[src/rtl/lsu_pkg.sv]
// Shared constants, state encoding and decode helpers for the load/store unit.
package lsu_pkg;

  localparam logic [2:0] FUNCT3_MEM_B  = 3'b000;
  localparam logic [2:0] FUNCT3_MEM_H  = 3'b001;
  localparam logic [2:0] FUNCT3_MEM_W  = 3'b010;
  localparam logic [2:0] FUNCT3_MEM_BU = 3'b100;
  localparam logic [2:0] FUNCT3_MEM_HU = 3'b101;

  localparam int TIMEOUT_DEFAULT = 64;

  typedef enum logic [1:0] {
    ST_IDLE = 2'b00,
    ST_REQ  = 2'b01,
    ST_WAIT = 2'b10,
    ST_DONE = 2'b11
  } lsu_state_e;

  // Stores only have B/H/W; loads add the unsigned B/H variants.
  function automatic logic op_legal(input logic wren, input logic [2:0] op);
    if (wren) return (op == FUNCT3_MEM_B) || (op == FUNCT3_MEM_H) || (op == FUNCT3_MEM_W);
    return (op == FUNCT3_MEM_B) || (op == FUNCT3_MEM_H) || (op == FUNCT3_MEM_W) ||
           (op == FUNCT3_MEM_BU) || (op == FUNCT3_MEM_HU);
  endfunction

  // op[1:0] encodes the access size for every legal funct3.
  function automatic logic op_aligned(input logic [2:0] op, input logic [1:0] off);
    case (op[1:0])
      2'b01:   return ~off[0];
      2'b10:   return (off == 2'b00);
      default: return 1'b1;
    endcase
  endfunction

endpackage

[src/rtl/lsu_align.sv]
// Byte-lane steering for stores and lane extraction plus sign/zero extension for loads.
module lsu_align
  import lsu_pkg::*;
(
  input  logic        st_we_i,
  input  logic [2:0]  st_op_i,
  input  logic [1:0]  st_off_i,
  input  logic [31:0] st_data_i,
  output logic [3:0]  be_o,
  output logic [31:0] wdata_o,
  input  logic [2:0]  ld_op_i,
  input  logic [1:0]  ld_off_i,
  input  logic [31:0] rdata_i,
  output logic [31:0] ld_data_o
);

  logic [31:0] rshift;
  logic [7:0]  ld_byte;
  logic [15:0] ld_half;

  always_comb begin
    be_o    = 4'b1111;
    wdata_o = st_data_i;
    if (st_we_i) begin
      case (st_op_i)
        FUNCT3_MEM_B: begin
          be_o    = 4'b0001 << st_off_i;
          wdata_o = {4{st_data_i[7:0]}};
        end
        FUNCT3_MEM_H: begin
          be_o    = 4'b0011 << st_off_i;
          wdata_o = {2{st_data_i[15:0]}};
        end
        default: ;
      endcase
    end
  end

  always_comb begin
    rshift    = rdata_i >> {ld_off_i, 3'b000};
    ld_byte   = rshift[7:0];
    ld_half   = ld_off_i[1] ? rdata_i[31:16] : rdata_i[15:0];
    ld_data_o = rdata_i;
    case (ld_op_i)
      FUNCT3_MEM_B:  ld_data_o = {{24{ld_byte[7]}}, ld_byte};
      FUNCT3_MEM_BU: ld_data_o = {24'h000000, ld_byte};
      FUNCT3_MEM_H:  ld_data_o = {{16{ld_half[15]}}, ld_half};
      FUNCT3_MEM_HU: ld_data_o = {16'h0000, ld_half};
      default: ;
    endcase
  end

endmodule

[src/rtl/lsu.sv]
// Load/store unit: decodes memory ops, runs the req/gnt/rvalid bus handshake and
// stalls the core until the access commits.
module lsu
  import lsu_pkg::*;
#(
  parameter int TIMEOUT_CYCLES = TIMEOUT_DEFAULT
) (
  input  logic        clk_i,
  input  logic        rst_ni,
  input  logic        req_valid_i,
  input  logic        mem_wren_i,
  input  logic [2:0]  mem_op_i,
  input  logic [31:0] addr_i,
  input  logic [31:0] st_data_i,
  output logic [31:0] ld_data_o,
  output logic        stall_o,
  output logic        misalign_o,
  output logic        access_fault_o,
  output logic        dmem_req_o,
  output logic        dmem_we_o,
  output logic [31:0] dmem_addr_o,
  output logic [3:0]  dmem_be_o,
  output logic [31:0] dmem_wdata_o,
  input  logic        dmem_gnt_i,
  input  logic        dmem_rvalid_i,
  input  logic [31:0] dmem_rdata_i
);

  localparam int CNT_W = $clog2(TIMEOUT_CYCLES + 1);

  lsu_state_e       state_q, state_d;
  logic [CNT_W-1:0] cnt_q, cnt_d;
  logic             req_q, req_d;
  logic             we_q, we_d;
  logic [31:0]      addr_q, addr_d;
  logic [3:0]       be_q, be_d;
  logic [31:0]      wdata_q, wdata_d;
  logic [2:0]       op_q, op_d;
  logic [1:0]       off_q, off_d;
  logic [31:0]      ld_q, ld_d;
  logic             fault_q, fault_d;

  logic             legal, aligned, go;
  logic [3:0]       al_be;
  logic [31:0]      al_wdata, al_ld;

  lsu_align u_align (
    .st_we_i   (mem_wren_i),
    .st_op_i   (mem_op_i),
    .st_off_i  (addr_i[1:0]),
    .st_data_i (st_data_i),
    .be_o      (al_be),
    .wdata_o   (al_wdata),
    .ld_op_i   (op_q),
    .ld_off_i  (off_q),
    .rdata_i   (dmem_rdata_i),
    .ld_data_o (al_ld)
  );

  assign legal   = op_legal(mem_wren_i, mem_op_i);
  assign aligned = op_aligned(mem_op_i, addr_i[1:0]);
  assign go      = req_valid_i & legal & aligned;

  // Gated by reset so the core is released as soon as reset is applied.
  assign stall_o    = rst_ni & go & (state_q != ST_DONE);
  assign misalign_o = rst_ni & req_valid_i & legal & ~aligned & (state_q == ST_IDLE);

  always_comb begin
    state_d = state_q;
    cnt_d   = cnt_q;
    req_d   = req_q;
    we_d    = we_q;
    addr_d  = addr_q;
    be_d    = be_q;
    wdata_d = wdata_q;
    op_d    = op_q;
    off_d   = off_q;
    ld_d    = ld_q;
    fault_d = 1'b0;
    case (state_q)
      ST_IDLE: begin
        if (go) begin
          state_d = ST_REQ;
          cnt_d   = '0;
          req_d   = 1'b1;
          we_d    = mem_wren_i;
          addr_d  = {addr_i[31:2], 2'b00};
          be_d    = al_be;
          wdata_d = al_wdata;
          op_d    = mem_op_i;
          off_d   = addr_i[1:0];
        end
      end
      ST_REQ: begin
        if (dmem_gnt_i) begin
          req_d   = 1'b0;
          state_d = ST_WAIT;
        end
      end
      ST_WAIT: begin
        // A dropped req_valid_i means the core abandoned the access: finish it, keep ld_data.
        if (dmem_rvalid_i) begin
          state_d = ST_DONE;
          cnt_d   = '0;
          if (!we_q && req_valid_i) ld_d = al_ld;
        end else if (cnt_q == CNT_W'(TIMEOUT_CYCLES - 1)) begin
          state_d = ST_DONE;
          cnt_d   = '0;
          fault_d = 1'b1;
          if (!we_q && req_valid_i) ld_d = '0;
        end else begin
          cnt_d = cnt_q + CNT_W'(1);
        end
      end
      ST_DONE: state_d = ST_IDLE;
      default: state_d = ST_IDLE;
    endcase
  end

  always_ff @(posedge clk_i or negedge rst_ni) begin
    if (!rst_ni) begin
      state_q <= ST_IDLE;
      cnt_q   <= '0;
      req_q   <= 1'b0;
      we_q    <= 1'b0;
      addr_q  <= '0;
      be_q    <= '0;
      wdata_q <= '0;
      op_q    <= '0;
      off_q   <= '0;
      ld_q    <= '0;
      fault_q <= 1'b0;
    end else begin
      state_q <= state_d;
      cnt_q   <= cnt_d;
      req_q   <= req_d;
      we_q    <= we_d;
      addr_q  <= addr_d;
      be_q    <= be_d;
      wdata_q <= wdata_d;
      op_q    <= op_d;
      off_q   <= off_d;
      ld_q    <= ld_d;
      fault_q <= fault_d;
    end
  end

  assign ld_data_o      = ld_q;
  assign access_fault_o = fault_q;
  assign dmem_req_o     = req_q;
  assign dmem_we_o      = we_q;
  assign dmem_addr_o    = addr_q;
  assign dmem_be_o      = be_q;
  assign dmem_wdata_o   = wdata_q;

endmodule

[config.mk]
export PLATFORM = sky130hd
export DESIGN_NAME = lsu
export DESIGN_NICKNAME = d
export VERILOG_FILES = /design/src/rtl/lsu_pkg.sv /design/src/rtl/lsu_align.sv /design/src/rtl/lsu.sv
export SDC_FILE = /design/constraint.sdc
export NUM_CORES = 1
export LEC_CHECK = 0
export BUFFER_PORTS_ARGS = -buffer_cell sky130_fd_sc_hd__clkbuf_2
export CAP_MARGIN = 5
export CORE_MARGIN = 3
export CORE_UTILIZATION = 25
export DETAILED_ROUTE_END_ITERATION = 10
export GPL_TIMING_DRIVEN = 0
export PLACE_DENSITY = 0.5
export SYNTH_ARGS = -nofsm -noshare
export SYNTH_HDL_FRONTEND = slang
export SYNTH_SLANG_ARGS = --single-unit
[constraint.sdc]
create_clock -name clk_i -period 2.5 [get_ports clk_i]
set_input_delay 0.25 -clock clk_i [delete_from_list [all_inputs] [get_ports clk_i]]
set_output_delay 0.25 -clock clk_i [all_outputs]
set_load 0.05 [all_outputs]
======== After elaboration in Yosys (flattened, before gate mapping) ========
Index checks and enable logic that the tools add are counted.
word-level totals
  register bits ........................... 115
  output and inout bits ................... 105
  word-level logic and storage cells ...... 89
cells by class
  add/sub/neg operators ................... 1
  equal/unequal tests ..................... 17
  shifts and indexed selects .............. 3
  multiplexer cells ....................... 29
  bitwise logic cells ..................... 10
  reduce and logical (&&, ||, !) cells .... 18
operators with widths
  cell                                           count
  2-to-1 mux 32 bit                              5
  case mux 32 bit (4 select lines)               1
  case mux 32 bit (2 select lines)               1
  >> shifter 32 x 5 -> 8 bit                     1
  2-to-1 mux 7 bit                               3
  2-to-1 mux 16 bit                              1
  case mux 7 bit (2 select lines)                1
  == test 3 bit, second input constant           4
  AND reduction 3 bit                            3
  bitwise AND 1 bit                              8
  2-to-1 mux 1 bit                               8
  2-to-1 mux 2 bit                               4
  case mux 2 bit (4 select lines)                1
  case mux 4 bit (2 select lines)                1
  adder 7 x 1 -> 7 bit, second input constant    1
  == test 7 x 6 -> 1 bit, second input constant  1
  == test 2 bit, second input constant           3
  == test 3 x 1 -> 1 bit, second input constant  2
  logical NOT 3 bit                              2
  != test 2 bit, second input constant           3
  nonzero test 2 bit                             3
  == test 2 x 1 -> 1 bit, second input constant  2
  logical NOT 2 bit                              2
  logical OR 1 bit                               4
  other kinds (10)                               13

======== Depth between registers and ports, before layout ========
  depth in word-level cells ............... 10
  gate-level depth with buffers ........... 10
  mapped depth without buffers ............ 7

======== Modules after synthesis ========
From an unflattened synthesis, not the netlist that was laid out.
second synthesis, totals
  cell total of the unflattened synthesis .. 499
  area, all modules ....................... 5,993.2 µm²
modules (own cells, without submodules)
  module     instances  cells an instance  area an instance (µm²)  seq. area each (µm²)
  lsu        1          316                4,798.4                 2,877.8
  lsu_align  1          183                1,194.9                 0.0

======== Worst setup path before layout ========
Ideal clock, no wire load.
  kind .................................... input port to output port
  from .................................... input port mem_op_i[1]
  to ...................................... output port stall_o
  data arrival time ....................... 2.353 ns
  data required time ...................... 2.250 ns
  setup slack ............................. -0.103 ns
  stages .................................. 6
  cell sequence ........................... inv_1 ha_1 buf_2 o21bai_1 a221o_2 nor3b_1
between the ends
  cells in the longest elaborated chain, start to end .. 10
ends and longest elaborated chain
  what                                                                RTL line                      text
  from (decl)                                                         lsu.sv:12                     input logic [2:0] mem_op_i,
  == test 3 x 1 -> 1 bit / logical NOT 3 bit (equally long branches)  lsu_pkg.sv:21, lsu_pkg.sv:22
  logical OR 1 bit (2 in a row)                                       lsu_pkg.sv:21, lsu_pkg.sv:22
  logical OR 1 bit                                                    lsu_pkg.sv:22                 return (op == FUNCT3_MEM_B) || (op == FUNCT3_MEM_H) || (op == FUNCT3_MEM_W) ||
  logical OR 1 bit                                                    lsu_pkg.sv:23                 (op == FUNCT3_MEM_BU) || (op == FUNCT3_MEM_HU);
  2-to-1 mux 1 bit                                                    lsu_pkg.sv:22
  bitwise AND 1 bit                                                   lsu.sv:62                     assign go = req_valid_i & legal & aligned;
  bitwise AND 1 bit (*)                                               lsu.sv:62
  bitwise AND 1 bit (*) (2 in a row)                                  lsu.sv:65                     assign stall_o = rst_ni & go & (state_q != ST_DONE);
  to (decl)                                                           lsu.sv:16                     output logic stall_o,
Mark *: on every way between the ends. The rest lies on a longest branch, timed or not. The select of a mux whose other input is x is not followed.

======== Final worst setup path ========
  from .................................... register state_q[0]
  to ...................................... output port misalign_o
between the ends
  cells in the longest elaborated chain, start to end .. 2
ends and longest elaborated chain
  what                    RTL line    text
  from (decl)             lsu.sv:31   lsu_state_e state_q, state_d;
  from (signal assigned)  lsu.sv:134  state_q <= state_d;
  logical NOT 2 bit       lsu.sv:66   assign misalign_o = rst_ni & req_valid_i & legal & ~aligned & (state_q == ST_IDLE);
  bitwise AND 1 bit       lsu.sv:66
  to (decl)               lsu.sv:17   output logic misalign_o,
No other way between the ends.

==> impl_metrics.py <==
metrics = {
    "run_status": {
        "status": "completed",
    },
    "layout": {
        "fin_area_um2": 7700,
        "register_area_um2": 2880,
        "syn2layout_area_growth_pct": 39.6,
        "multi_input_area_um2": 2390,
        "final_cells": 1123,
        "layout-drive-gt1-share_pct": 33.8,
        "fillers": 2249,
        "final_core_util_pct": 36.1,
        "finalNetCount": 949,
        "n_antenna_cell": 0,
    },
    "logic_synthesis": {
        "avgSynthCellArea_um2": 9.27,
        "yosysTopAreaCellShare_pct": 52.2,
        "ys_ff_latch": 115,
        "yosys.area.top_type": "dfrtp_1",
        "postSynthCellCount": 595,
        "yosysMostFrequentCell": "nand2_1",
        "ys_top_cells_by_area": "dfrtp_1 (52%), nand2_1 (13%), nor2_1 (2.9%)",
        "ys_seq_area_share_pct": 52.2,
        "yosysWarnings": 0,
        "synthArstFlopShare_pct": 100,
        "yosys-top-cells-count": "nand2_1 (191), dfrtp_1 (115), nor2_1 (42)",
        "netlist_area_um2": 5520,
        "ys_types": 52,
        "synth-edff-count": 0,
        "synthFlopType": "dfrtp_1",
    },
    "cts": {
        "cts_sinks": 115,
        "cts_root_buf": "clkbuf_16",
        "insertion_delay_ns": 0.42,
        "cts_tree": "yes",
        "clk_path_buf_depth": 2,
        "cts_setup_buffers": 0,
        "path_clk_slew_ns": 0.06,
        "cts_buffers": 17,
        "h-tree-depth": 4,
    },
    "floorplanning": {
        "dieWidth_um": 155,
        "initial_core_util_pct": 25.8,
        "die_area_um2": 23900,
        "fp.dieH_um": 155,
        "ios": 210,
        "core_area_um2": 21400,
        "placement_rows": 53,
    },
    "critical_path": {
        "crit_required_ns": 2.25,
        "crit_arrival_ns": 2.06,
        "critPathTopFamily": "buffers and inverters",
        "cp_cell_sequence": "inv_1 -> ha_1 -> buf_2 -> nand2_1 -> a211oi_2 -> and4_1 -> clkbuf_4",
        "critPathCaptureType": "primary output",
        "cp_max_fo": 10,
        "cp-start-kind": "flop",
        "path_buf_inv": 3,
        "slowest_stage": "dfrtp_1",
        "timing_worst_setup_path_type": "reg2out",
        "critPathMaxStageDelay_ns": 0.40,
    },
    "global_routing": {
        "grt_use_total_pct": 15.6,
        "grt_pass1_wl_um": 29400,
        "antenna_found_initial": 0,
        "grt_max_degree": 90,
        "grt_pass1_vias": 5095,
        "grt_remaining_overflow": 0,
    },
    "detailed_routing": {
        "firstDrtPassIters": 5,
        "vias": 5215,
        "drc_errors": 0,
        "drt_wl_total_um": 18800,
        "via_per_inst": 4.64,
        "drtIter0Drc": 294,
        "ant_nets": 0,
        "wl_per_cell_um": 16.8,
    },
    "timing": {
        "fmax_mhz": 432,
        "worst_pin_slew_ns": 0.665,
        "period_minus_slack_ns": 2.31,
        "setup_viol": 0,
        "clock_skew_ns": 0.0110,
        "maxSlewViolCount": 0,
        "post-route-period-util_pct": 92.5,
        "final_hold_viol_count": 0,
        "slew_headroom_pct": 55.6,
    },
    "pwr": {
        "p_per_area_nw_per_um2": 1440,
        "vdd_drop_max_mv": 0.608,
        "leakage_nw": 3.98,
    },
    "placement": {
        "post-place-cells": 1079,
        "numPortBuffers": 207,
        "gp_congestion": 0.837,
        "hpwl_um": 13700,
        "placed_area_um2": 6940,
    },
    "flow_run": {
        "drv_cap": 0,
    },
    "worst_hold_path": {
        "holdCritPathClass": "in2reg",
    },
}
[per-layer routing]
metal / GRT usage [%] / routed length (um) / vias to the layer above
li1: - / - / 2538
met1: 22.1 / 9300 / 2477
met2: 23.0 / 8080 / 179
met3: 4.31 / 1140 / 21
met4: 5.05 / 296 / 0
met5: 0 / 0 / -
[where the power goes]
part | internal, mW | leakage (nW) | switching (mW) | total [mW]
Sequential | 2.66 | 1.44 | 0.480 | 3.14
Clock | 1.57 | 0.286 | 0.966 | 2.54
Combinational | 1.34 | 2.25 | 4.07 | 5.41
[worst register-to-register path, stage by stage (launching register included)]
cell       delay (ns)
dfrtp_1          0.40
inv_1            0.12
ha_1             0.30
nand2_1          0.08
nor2_1           0.19
nand2_1          0.15
a2111oi_4        0.61
buf_6            0.23
a221o_1          0.12
[through the flow]
| stage | setup WS, ns | hold slack [ns] | power (mW) | TNS (ns) |
|---|---|---|---|---|
| final | 0.186 | 0.0212 | 11.1 | 0 |
| after global routing | -0.0220 | 0.00633 | 11.7 | -0.0358 |
| after CTS | 0.0336 | 0.000802 | 11.2 | 0 |
| after detailed placement | 0.0747 | 0.162 | 8.60 | 0 |
| after global placement | -1.26 | 0.442 | 8.56 | -102.25 |
| after floorplan | 0.387 | -0.0456 | 7.14 | 0 |
[flip-flops by register name, indices dropped and copies added, names as in the netlist]
name,count
access_fault_o,1
cnt_q,7
dmem_addr_o,30
dmem_be_o,4
dmem_req_o,1
dmem_wdata_o,32
dmem_we_o,1
ld_data_o,32
off_q,2
op_q,3
state_q,2
[cells in the final DEF, fill, tap and decap left out, types with 5 or more instances in the layout]
cell,Yosys,routed
a21o_1,8,8
a221o_1,9,9
a221o_2,10,10
a221oi_1,14,14
a31oi_1,11,11
buf_2,20,20
clkbuf_1,13,12
clkbuf_16,0,18
clkbuf_2,0,205
dfrtp_1,115,115
dlygate4sd3_1,0,11
ha_1,9,9
inv_1,16,16
nand2_1,191,191
nand2b_1,5,5
nand3_1,13,13
nand3b_1,6,6
nor2_1,42,41
o21a_1,6,6
o21ai_0,30,30
o31ai_1,19,19
[cells by family (layout without fill, tap and decap cells)]
| kind of cell | count (synthesis) | in the layout | share of synthesized area, % |
|---|---|---|---|
| DFF | 115 | 115 | 52.2 |
| and+or+nand+nor | 272 | 272 | 20.2 |
| buffers and inverters | 57 | 309 | 4.88 |
| adders and majority gates | 9 | 9 | 2.04 |
| muxes | 7 | 7 | 1.75 |
| other | 1 | 2 | 0.0680 |
| AOI/OAI and AO/OA | 134 | 134 | 18.9 |
[what timing repair did]
item | in CTS | in global routing
hold buffers | 11 | 0
endpoints found under the setup margin | 0 | 38
hold endpoints to repair | 38 | 0
resized for setup | 0 | 6
[layout make-up]
class                           count  area share [%]
Buffer                             41            2.71
Clock buffer                       17            5.53
Clock inverter                     15            2.37
Inverter                           16           0.780
Multi-Input combinational cell    424            31.0
Sequential cell                   115            37.4
Tap cell                          275            4.47
Timing Repair Buffer              220            15.7
[worst paths after layout]
| kind | from | endpoint | slack (ns) | depth (start not counted) |
|---|---|---|---|---|
| min in group asynchronous | rst_ni | ld_data_o[20]$_DFFE_PN0P_ | 0.29 | 2 |
| max reg2reg | state_q[0]$_DFFE_PN0P_ | ld_data_o[30]$_DFFE_PN0P_ | 0.24 | 8 |
| max in group asynchronous | rst_ni | dmem_wdata_o[7]$_DFFE_PN0P_ | 1.64 | 3 |
| min | addr_i[12] | dmem_addr_o[12]$_DFFE_PN0P_ | 0.02 | 3 |
| min reg2reg | dmem_addr_o[22]$_DFFE_PN0P_ | dmem_addr_o[22]$_DFFE_PN0P_ | 0.47 | 2 |
| max | state_q[0]$_DFFE_PN0P_ | misalign_o | 0.19 | 7 |
(Power assumes the default switching activity.)
